===== config.mk =====
export PLATFORM = sky130hd
export DESIGN_NAME = video2ram_param
export DESIGN_NICKNAME = d
export VERILOG_FILES = /design/src/rtl/video2ram_param.sv
export SDC_FILE = /design/constraint.sdc
export NUM_CORES = 1
export LEC_CHECK = 0
export CAP_MARGIN = 40
export CORE_MARGIN = 1
export CORE_UTILIZATION = 45
export CTS_BUF_LIST = sky130_fd_sc_hd__clkbuf_4
export CTS_CLUSTER_DIAMETER = 80
export CTS_CLUSTER_SIZE = 16
export DETAILED_ROUTE_END_ITERATION = 10
export PLACE_DENSITY_LB_ADDON = 0.1
export RECOVER_POWER = 50
export SYNTH_ARGS = -nofsm -noshare
export SYNTH_HDL_FRONTEND = slang
export SYNTH_SLANG_ARGS = --single-unit

===== constraint.sdc =====
create_clock -name clock -period 3.1 [get_ports clock]
set_clock_uncertainty 0.05 [all_clocks]
set_input_delay 0.465 -clock clock [delete_from_list [all_inputs] [get_ports clock]]
set_output_delay 0.465 -clock clock [all_outputs]
set_load 0.03 [all_outputs]

===== src/rtl/video2ram_param.sv =====
// Captures a rectangular window of the incoming raster into a ring buffer RAM.
// Writes land one clock after the capture cycle; the pointer restarts at every frame start.
module video2ram_param #(
    parameter int COLOR_BITS      = 8,
    parameter int ADDR_BITS       = 14,
    parameter int DEPTH           = 16384,
    parameter int H_CAPTURE_START = 126,
    parameter int H_CAPTURE_END   = 766,
    parameter int V_CAPTURE_START = 0,
    parameter int V_CAPTURE_END   = 480,
    parameter int FIELD_LINES     = 240,
    parameter int FIELD2_START    = 263,
    parameter int TRIGGER_LINE    = 0
) (
    input  logic                      clock,
    input  logic                      reset,
    input  logic [COLOR_BITS-1:0]     R,
    input  logic [COLOR_BITS-1:0]     G,
    input  logic [COLOR_BITS-1:0]     B,
    input  logic [11:0]               counterX,
    input  logic [11:0]               counterY,
    input  logic                      line_doubler,
    input  logic                      hdecimate,
    output logic [3*COLOR_BITS-1:0]   wrdata,
    output logic [ADDR_BITS-1:0]      wraddr,
    output logic                      wren,
    output logic                      wrclock,
    output logic                      starttrigger,
    output logic                      overflow
);

    localparam int CNT_W = ADDR_BITS + 1;
    localparam logic HS_LSB = 1'(H_CAPTURE_START % 2);
    localparam logic [ADDR_BITS-1:0] PTR_LAST = ADDR_BITS'(DEPTH - 1);
    localparam logic [CNT_W-1:0] CNT_OVF = CNT_W'(DEPTH + 1);
    localparam logic [CNT_W-1:0] CNT_MAX = '1;

    int x;
    int y;
    logic v_normal;
    logic v_doubled;
    logic v_capture;
    logic h_capture;
    logic capture;
    logic frame_start;
    logic [ADDR_BITS-1:0] ptr;
    logic [ADDR_BITS-1:0] addr_cur;
    logic [ADDR_BITS-1:0] ptr_next;
    logic [CNT_W-1:0] count;
    logic [CNT_W-1:0] cnt_cur;
    logic [CNT_W-1:0] cnt_next;

    assign wrclock = clock;

    assign x = {20'd0, counterX};
    assign y = {20'd0, counterY};

    assign v_normal  = (y >= V_CAPTURE_START) && (y < V_CAPTURE_END);
    assign v_doubled = (y < FIELD_LINES) || ((y >= FIELD2_START) && (y < V_CAPTURE_END));
    assign v_capture = line_doubler ? v_doubled : v_normal;

    // With decimation only even offsets from the window start are kept.
    assign h_capture = (x >= H_CAPTURE_START) && (x < H_CAPTURE_END) &&
                       (!hdecimate || (counterX[0] == HS_LSB));
    assign capture   = v_capture && h_capture;

    // The first capture line depends on the mode: field mode always begins at line 0.
    assign frame_start = capture && (x == H_CAPTURE_START) &&
                         (y == (line_doubler ? 0 : V_CAPTURE_START));

    always_comb begin
        addr_cur = frame_start ? '0 : ptr;
        ptr_next = (addr_cur == PTR_LAST) ? '0 : addr_cur + 1'b1;
        cnt_cur  = frame_start ? '0 : count;
        cnt_next = (cnt_cur == CNT_MAX) ? CNT_MAX : cnt_cur + 1'b1;
    end

    always_ff @(posedge clock or posedge reset) begin
        if (reset) begin
            wren         <= 1'b0;
            wrdata       <= '0;
            wraddr       <= '0;
            starttrigger <= 1'b0;
            overflow     <= 1'b0;
            ptr          <= '0;
            count        <= '0;
        end else begin
            wren         <= capture;
            starttrigger <= (x == H_CAPTURE_START) && (y == TRIGGER_LINE);
            if (capture) begin
                wrdata <= {R, G, B};
                wraddr <= addr_cur;
                ptr    <= ptr_next;
                count  <= cnt_next;
                if (cnt_next == CNT_OVF) begin
                    overflow <= 1'b1;
                end
            end
        end
    end

endmodule


* Word-level counts from Yosys, hierarchy flattened
Cells that the tools add are included.
** Word-level totals
- Flip-flop bits (word level) :: 70
- Output and inout port bits :: 42
- Input port bits :: 52
- Logic and storage cells :: 38
** Cells by class
- Add/subtract/negate cells :: 2
- Bitwise gates (word level) :: 1
- Mux-type cells :: 5
- Order comparisons :: 6
- Reduce and logical (&&, ||, !) cells :: 13
- Equality and inequality tests :: 4
** Operator list (number)
- $logic_not A32 Y1 :: 1
- $eq A15 B15 Y1 const B :: 2
- $mux W15 :: 2
- $mux W14 :: 2
- $add A15 B1 Y15 const B :: 1
- $add A14 B1 Y14 const B :: 1
- $eq A14 B14 Y1 const B :: 1
- $eq A12 B8 Y1 const B :: 1
- $ge A12 B1 Y1 const B :: 1
- $ge A12 B7 Y1 const B :: 1
- $ge A12 B9 Y1 const B :: 1
- $lt A12 B10 Y1 const B :: 1
- $lt A12 B8 Y1 const B :: 1
- $lt A12 B9 Y1 const B :: 1
- $logic_and A1 B1 Y1 :: 8
- $logic_or A1 B1 Y1 :: 2
- $reduce_and A2 Y1 :: 1
- $logic_not A1 Y1 :: 1
- $mux W1 :: 1
- $not A1 Y1 :: 1

* Longest topological paths before layout
Gate-level depths: netlist (run 1).
- Word-level depth :: 12
- Mapped depth :: 13
- Depth with buffers taken out :: 11

==> qor.yml, run 1 <==
setup_path:
  path_max_fanout: 6
  critPathCaptureType: "register"
  reg2reg_from: "count[0]"
  r2r_end: "count[8]"
  worst-r2r-setup-slack_ns: 0.74
  critical-path-max-stage-delay_ns: 0.53
  critical-path-top-delay-family: "simple AND/OR/NAND/NOR gates"
  slowest_stage: "or4_1"
  worst-setup-path-type: "input port to register"
  crit_chain: "clkdlybuf4s50_1, or4_1, nor3_2, nand4_1, buf_4, and2_4, ha_1, nand3_1, nor2_1, and3_1, or2_2, or2_1, o31ai_1"
  cp.arrival_ns: 3.34
  critPathRequiredTime_ns: 3.49
  rr_worst_depth: 7
  crit_start: "counterY[2]"
  worst-path-buf-inv: 2
  cp-start-kind: "input port"
floorplanning:
  rows: 31
  die_w_microns: 90.5
  die_area_sq_mm: 0.00819
  die_h_microns: 90.5
  start_util_pct: 47.6
  design.core.area_sq_mm: 0.00741
  io-pin-count: 94
clock_tree:
  cts_tree: "built"
  clk_latency_ns: 0.52
  ctsHoldBuffers: 0
  cts.clk_slew.worst_paths_ns: 0.12
timing:
  slew_headroom_pct: 3.80
  setup_viol: 0
  fmax_ghz: 0.339
  min_period_ns: 2.95
  drv_slew: 0
  hold_viol_final: 0
  fin_tns_setup_ns: 0
  tightest_slew_ns: 1.44
  rsz0062_at_grt: "false"
  worst_slack_ns: 0.152
  period_share_pct: 95.1
run_status:
  status: "completed"
finish:
  nets: 592
  utilization_pct: 66.3
  antenna_cells: 0
  syn_to_final_growth_pct: 39.4
  drive_gt1_share_pct: 11.8
  stdcell_count: 642
detailed_routing:
  drtAntennaViolNets: 0
  first_pass_iters: 4
  drc_errors: 0
  first_iter_violations: 159
  routed_via_density: 5.29
  vias: 3399
  routed_wl_microns: 8670
  wl_per_cell_microns: 13.5
placed_design:
  io_buffers: 93
  gp_congestion: 0.833
  post-dp-hpwl_microns: 5990
  placed_cells: 621
  pre_cts_ws_ns: -0.451
power_and_ir_drop:
  vdd.ir_drop.worst_uv: 292
  powerDensity_mw_per_mm2: 437
  p_sw_uw: 647
  power.leakage_uw: 0.00233
  intPower_uw: 1500
  comb_power_share_pct: 19.8
  swShare_pct: 30.1
  clockPowerShare_pct: 32.9
  pwr-share-seq_pct: 47.3
grt:
  grt_antenna_before_repair: 0
  grt_pass1_vias: 3326
  grt-ovfl-total: 0
  grt_pass1_wl_microns: 14800
  grt_max_degree: 60
  globalRouteTotalUtil_pct: 22.6
synth:
  synth_area_per_cell_sq_um: 8.33
  synth_cell_type_count: 48
  async_reset_ff_share_pct: 100
  synth_ff_type: "dfrtp_1"
  synth.yosys.seq_area_share_pct: 49.7
  syn-num-nets: 477
  synth_seq_cells: 70
  yosysWarnings: 0
  synthCells: 423
  synth_edf_count: 0
  syn_area_sq_mm: 0.00352
hold_path:
  hold_path.class: "input port to async pin"
run:
  drv_cap: 0
==> synth_stat cells (4+ instances only) <==
library cell  count  area, sq um
nand2_1         122          458
dfrtp_1          70         1750
o21ai_0          31          155
nand3_1          29          145
a21oi_1          21          105
nor2_1           19         71.3
buf_2            12         60.1
inv_1            12         45.0
clkbuf_1         11         41.3
nor3_1           10         50.1
and2_1            8         50.1
nand4_1           7         43.8
or3_1             7         43.8
o31ai_1           6         45.0
a31oi_1           5         31.3
and4_1            5         43.8
and3_1            4         25.0
==> sequential cells by signal (all words and copies together) (netlist names) <==
name	flops
overflow	1
ptr	14
wrdata	24
wren	1
starttrigger	1
count	15
wraddr	14
==> power groups by stage <==
stage / combinational [uW] / clock, uW / sequential, uW
final: 425 / 707 / 1020
after global routing: 464 / 773 / 1030
after CTS: 437 / 739 / 1020
after detailed placement: 434 / 53.7 / 1040
after global placement: 426 / 53.7 / 1030
after floorplan: 106 / 48.3 / 1140
==> layout by cell type, fill, tap and decap left out, types with 3 or more instances in the layout <==
cell / netlist / final
dlygate4sd3_1: 0 / 22
nor2_1: 19 / 19
o21ai_0: 31 / 31
and4_1: 5 / 5
dfrtp_1: 70 / 70
nand3_1: 29 / 29
clkdlybuf4s50_1: 0 / 71
clkinvlp_4: 0 / 3
nand4_1: 7 / 7
and2_1: 8 / 6
nor3_1: 10 / 9
nand2_1: 122 / 122
a21oi_1: 21 / 21
or3_1: 7 / 7
a31oi_1: 5 / 5
and3_1: 4 / 4
buf_4: 2 / 31
inv_1: 12 / 12
clkbuf_4: 0 / 13
o31ai_1: 6 / 6
==> worst max-delay path by stage <==
stage	to	slack (ns)	depth (start not counted)
2_1_floorplan	ptr[8]	0.02	12
3_3_place_gp	overflow	-0.34	12
3_5_place_dp	overflow	-0.45	12
4_1_cts	overflow	0.12	12
5_1_grt	ptr[8]	0.07	13
6_report	ptr[8]	0.15	13
==> repair_timing <==
item                       4_1_cts  5_1_grt
gates resized for setup          0        3
setup endpoints to repair        0        3
setup buffers                    0        2
==> kinds of logic after synthesis <==
group / after synthesis / share of synthesized area, %
AO/OA/AOI/OAI: 84 / 14.4
XOR/XNOR: 4 / 0.994
adder cells (fa/ha/maj): 2 / 0.710
buffers and inverters: 40 / 5.15
flip-flops: 70 / 49.7
multiplexers: 2 / 0.603
AND/OR/NAND/NOR: 221 / 28.4
==> cell type report <==
type	count	area, sq um
Timing Repair Buffer	126	1200
Tap cell	99	124
Sequential cell	70	1750
Multi-Input combinational cell	313	1610
Clock buffer	14	108
Inverter	14	53.8
Fill cell	655	2490
Clock inverter	6	70.1
==> worst reg2reg max path, delay by kind of cell (launching register included) <==
kind	cells	cell delay [ns]
adders and majority gates	1	0.22
DFF	1	0.47
and+or+nand+nor	4	1.18
AOI/OAI and AO/OA	2	0.38
==> metal layers <==
metal  vias to the layer above  global-route usage (%)  routed length, microns
met5                         -                       0                       0
met4                         0                    9.81                     171
met3                        15                    6.57                     424
met2                        85                    37.2                    4210
met1                      1600                    27.6                    3860
li1                       1699                       -                       -
==> metrics by stage <==
| stage | total power, uW | area, sq um | hold WS (ns) |
|---|---|---|---|
| global placement | 1510 | 4740 | 0.399 |
| global route | 2270 | 4910 | 0.319 |
| floorplan | 1290 | 3530 | 0.402 |
| CTS | 2190 | 4900 | 0.0997 |
| finish | 2150 | 4910 | 0.303 |
| detailed placement | 1520 | 4740 | 0.406 |
Note: power is estimated with default switching activity, not from simulation.
==> inputs of run 2 (changes only) <==
- clock period: 3.1 -> 3 ns (I/O delays scaled with it)
==> qor.yml, run 2 (same netlist as run 1, synthesis figures left out) <==
setup_path:
  worst-setup-path-type: "input port to register"
  cp-start-kind: "input port"
  r2r_end: "count[8]"
  reg2reg_from: "count[0]"
  cp.arrival_ns: 3.24
  worst-r2r-setup-slack_ns: 0.62
  crit_start: "counterY[8]"
  critPathRequiredTime_ns: 3.39
  rr_worst_depth: 7
  critPathCaptureType: "register"
  path_max_fanout: 6
detailed_routing:
  routed_via_density: 5.28
  drtAntennaViolNets: 0
  wl_per_cell_microns: 13.9
  routed_wl_microns: 8930
  first_iter_violations: 205
  drc_errors: 0
  vias: 3386
  first_pass_iters: 4
floorplanning:
  die_area_sq_mm: 0.00819
  io-pin-count: 94
  start_util_pct: 47.6
  rows: 31
  die_h_microns: 90.5
  die_w_microns: 90.5
  design.core.area_sq_mm: 0.00741
clock_tree:
  cts.clk_slew.worst_paths_ns: 0.12
  cts_resized: 0
  clk_latency_ns: 0.52
  cts_tree: "built"
power_and_ir_drop:
  vdd.ir_drop.worst_uv: 283
  swShare_pct: 31.6
  powerDensity_mw_per_mm2: 434
  intPower_uw: 1450
  power.leakage_uw: 0.00230
  p_sw_uw: 670
  comb_power_share_pct: 20.0
  pwr-share-seq_pct: 49.7
  clockPowerShare_pct: 30.3
finish:
  antenna_cells: 0
  most-common-layout-cells: "122 x nand2_1, 72 x clkdlybuf4s50_1, 70 x dfrtp_1, 31 x o21ai_0"
  fin_area_sq_mm: 0.00489
  final_common_cell: "nand2_1"
  top_register: "wrdata"
  drive_gt1_share_pct: 11.4
  reg_top3: "wrdata x24, count x15"
  syn_to_final_growth_pct: 38.7
  nets: 591
  largest_reg_flops: 24
timing:
  tightest_slew_ns: 1.14
  setup_viol: 0
  worst_slack_ns: 0.153
  min_period_ns: 2.85
  hold_viol_final: 0
  hold_slack_ns: 0.387
  period_share_pct: 94.9
  slew_headroom_pct: 23.7
  fmax_ghz: 0.351
  drv_slew: 0
  fin_tns_setup_ns: 0
  rsz0062_at_grt: "false"
placed_design:
  post-dp-hpwl_microns: 6200
  pre_cts_ws_ns: -0.518
  gp_congestion: 0.865
  placed_cell_area_sq_mm: 0.00476
  io_buffers: 93
hold_path:
  holdPathStages: 3
  min_from: "G[4]"
  hold-path-endpoint: "wrdata[12]"
  hold_path.class: "input port to register"
grt:
  grt_pass1_wl_microns: 15800
  grt_pass1_vias: 3431
  grt_antenna_before_repair: 0
  globalRouteTotalUtil_pct: 24.3
  grt_max_degree: 41
  grt-ovfl-total: 0
run:
  drv_cap: 0
run_status:
  status: "completed"
==> run 2: power by group through the flow <==
stage / sequential [uW] / clock (uW) / combinational, uW
finish: 1050 / 642 / 424
global route: 1060 / 704 / 463
CTS: 1050 / 661 / 443
detailed placement: 1070 / 55.5 / 441
global placement: 1070 / 55.5 / 432
floorplan: 1180 / 49.9 / 111
==> run 2: through the flow <==
step	std cells	util, %	total power [uW]
6_report	641	66.0	2120
5_1_grt	641	66.0	2230
4_1_cts	640	66.1	2160
3_5_place_dp	621	64.2	1570
3_3_place_gp	621	64.2	1560
2_1_floorplan	423	-	1340
==> run 2: how the worst max path moves through the flow <==
stage,end,slack (ns),cells after the start
floorplan,ptr[8],-0.04,12
global placement,ptr[8],-0.44,12
detailed placement,ptr[8],-0.52,12
CTS,ptr[8],0.03,12
global route,ptr[8],0.01,13
finish,ptr[8],0.15,13
==> run 2: what timing repair did <==
item / CTS / global route
setup endpoints to repair: 0 / 10
buffers inserted: 0 / 1
hold buffers: 0 / 0
==> run 2: routing by layer <==
layer  up-vias  share of wire [%]  track usage [%]
li1       1690                  -                -
met1      1595                 45             29.8
met2        88                 49             40.0
met3        13                4.9             6.23
met4         0                1.8             11.6
met5         -                  0                0
==> run 2: area by class of cell <==
class / count / area, sq um
Tap cell: 99 / 124
Fill cell: 632 / 2520
Inverter: 14 / 53.8
Multi-Input combinational cell: 313 / 1610
Timing Repair Buffer: 125 / 1200
Sequential cell: 70 / 1750
Clock inverter: 6 / 38.8
Clock buffer: 14 / 108
==> run 2: critical path: stages <==
cell and delay (ns):
clkdlybuf4s50_1 0.43, or4_4 0.54, nor3_2 0.15, nand4_1 0.10, buf_4 0.17, and2_1 0.16
ha_2 0.21, nand3_1 0.08, nor2_1 0.06, and3_1 0.18, or2_2 0.28, or2_1 0.22
o31ai_1 0.21
==> inputs of run 3 (changes only) <==
--- a/constraint.sdc
+++ b/constraint.sdc
@@ -4,2 +4,2 @@
 set_output_delay 0.45 -clock clock [all_outputs]
-set_load 0.03 [all_outputs]
+set_load 0.1 [all_outputs]
==> qor.yml, run 3 (same netlist as run 1, synthesis figures left out) <==
finish:
  fin_area_sq_mm: 0.00476
  antenna_cells: 0
  reg_top3: "wrdata x24, count x15"
  multi_input_area_sq_mm: 0.00164
  n_fill_cell: 666
  drive_gt1_share_pct: 16.5
  syn_to_final_growth_pct: 35.2
  most-common-layout-cells: "122 x nand2_1, 70 x dfrtp_1, 50 x clkdlybuf4s50_1, 48 x buf_4, 31 x o21ai_0"
  largest_reg_flops: 24
  nets: 589
  top_register: "wrdata"
  final_common_cell: "nand2_1"
  regArea_sq_mm: 0.00175
clock_tree:
  cts_tree: "built"
  clk_latency_ns: 0.51
  cts.clk_slew.worst_paths_ns: 0.13
  ctsHoldBuffers: 0
timing:
  tightest_slew_ns: 1.23
  drv_slew: 0
  min_period_ns: 2.81
  hold_viol_final: 0
  setup_viol: 0
  slew_headroom_pct: 18.2
  fmax_ghz: 0.356
  rsz0062_at_grt: "false"
  period_share_pct: 93.7
placed_design:
  gp_congestion: 0.803
  io_buffers: 93
  post-dp-hpwl_microns: 6120
  placed_cell_area_sq_mm: 0.00465
setup_path:
  crit_cells: 13
  critical-path-top-delay-family: "simple AND/OR/NAND/NOR gates"
  crit_chain: "clkdlybuf4s50_1, or4_4, nor3_2, nand4_1, buf_4, and2_4, ha_2, nand3_2, nor2_2, and3_1, or2_4, or2_1, o31ai_1"
  worst-path-buf-inv: 2
  worst-setup-path-type: "input port to register"
  r2r_end: "count[8]"
  path_max_fanout: 6
  slowest_stage: "or4_4"
  rr_worst_depth: 7
  critPathRequiredTime_ns: 3.37
  cp.arrival_ns: 3.18
  reg2reg_from: "count[0]"
  worst-r2r-setup-slack_ns: 0.63
  critPathCaptureType: "register"
  critical-path-max-stage-delay_ns: 0.54
  cp-start-kind: "input port"
detailed_routing:
  wl_per_cell_microns: 13.4
  first_iter_violations: 199
  routed_via_density: 5.35
  drc_errors: 0
  drtAntennaViolNets: 0
  vias: 3417
  routed_wl_microns: 8540
  first_pass_iters: 4
hold_path:
  min_from: "R[2]"
  holdPathStages: 3
  hold_path.class: "input port to register"
  hold-path-endpoint: "wrdata[18]"
power_and_ir_drop:
  powerDensity_mw_per_mm2: 552
  vdd.ir_drop.worst_uv: 776
  power.leakage_uw: 0.00226
  power.total_uw: 2630
floorplanning:
  die_area_sq_mm: 0.00819
  design.core.area_sq_mm: 0.00741
  rows: 31
  io-pin-count: 94
  die_w_microns: 90.5
  die_h_microns: 90.5
  start_util_pct: 47.6
grt:
  grt_pass1_wl_microns: 15100
  globalRouteTotalUtil_pct: 22.6
  grt_antenna_before_repair: 0
  grt_max_degree: 39
  grt_pass1_vias: 3294
  grt-ovfl-total: 0
run_status:
  status: "completed"
run:
  drv_cap: 0
==> run 3: worst register-to-register path: stages (launching register included) <==
cell and delay (ns):
dfrtp_1 0.47, and2_4 0.18, ha_2 0.22, and3_1 0.25
nand3_1 0.11, nor2_1 0.67, o21ai_0 0.20, a21oi_1 0.17
==> run 3: worst max-delay path by stage <==
stage | startpoint | endpoint | slack, ns
final | counterY[8] | ptr[8] | 0.19
after global placement | counterY[8] | ptr[8] | -0.37
after CTS | counterY[8] | ptr[13] | 0.08
after global routing | counterX[7] | count[8] | 0.1
after detailed placement | counterY[8] | ptr[8] | -0.43
after floorplan | counterY[7] | overflow | -0.01
==> run 3: area by class of cell <==
| cell class | count | area share, % |
|---|---|---|
| Inverter | 14 | 1.13 |
| Multi-Input combinational cell | 313 | 34.5 |
| Clock inverter | 7 | 2.05 |
| Sequential cell | 70 | 36.8 |
| Tap cell | 99 | 2.60 |
| Clock buffer | 13 | 2.07 |
| Timing Repair Buffer | 123 | 20.9 |
==> run 3: stage by stage <==
step | setup WS [ns] | util (%) | std cells | TNS (ns) | hold slack (ns)
detailed placement | -0.430 | 62.7 | 619 | -6.89 | 0.407
global route | 0.0964 | 64.3 | 639 | 0 | 0.368
global placement | -0.365 | 62.7 | 619 | -5.55 | 0.401
finish | 0.189 | 64.3 | 639 | 0 | 0.401
floorplan | -0.0137 | - | 423 | -0.0137 | 0.402
CTS | 0.0815 | 65.3 | 638 | 0 | 0.331
==> run 3: repair_timing <==
action	4_1_cts	5_1_grt
gates resized for setup	1	6
endpoints found under the setup margin	1	2
pin swaps	0	1
buffers inserted	0	1
==> run 3: routing by layer <==
metal  track usage (%)  vias to the layer above  wire (microns)
li1                  -                     1690               -
met5                 0                        -               0
met4              7.80                        0              81
met2              35.9                      108            3970
met1              30.1                     1611            3960
met3              5.72                        8             524
==> run 3: where the power goes <==
group	internal [uW]	total (uW)	switching (uW)	leakage, uW
Combinational	177	701	524	0.00123
Clock	397	872	475	0.000103
Sequential	1010	1060	46.9	0.000926
Total	1580	2630	1050	0.00226
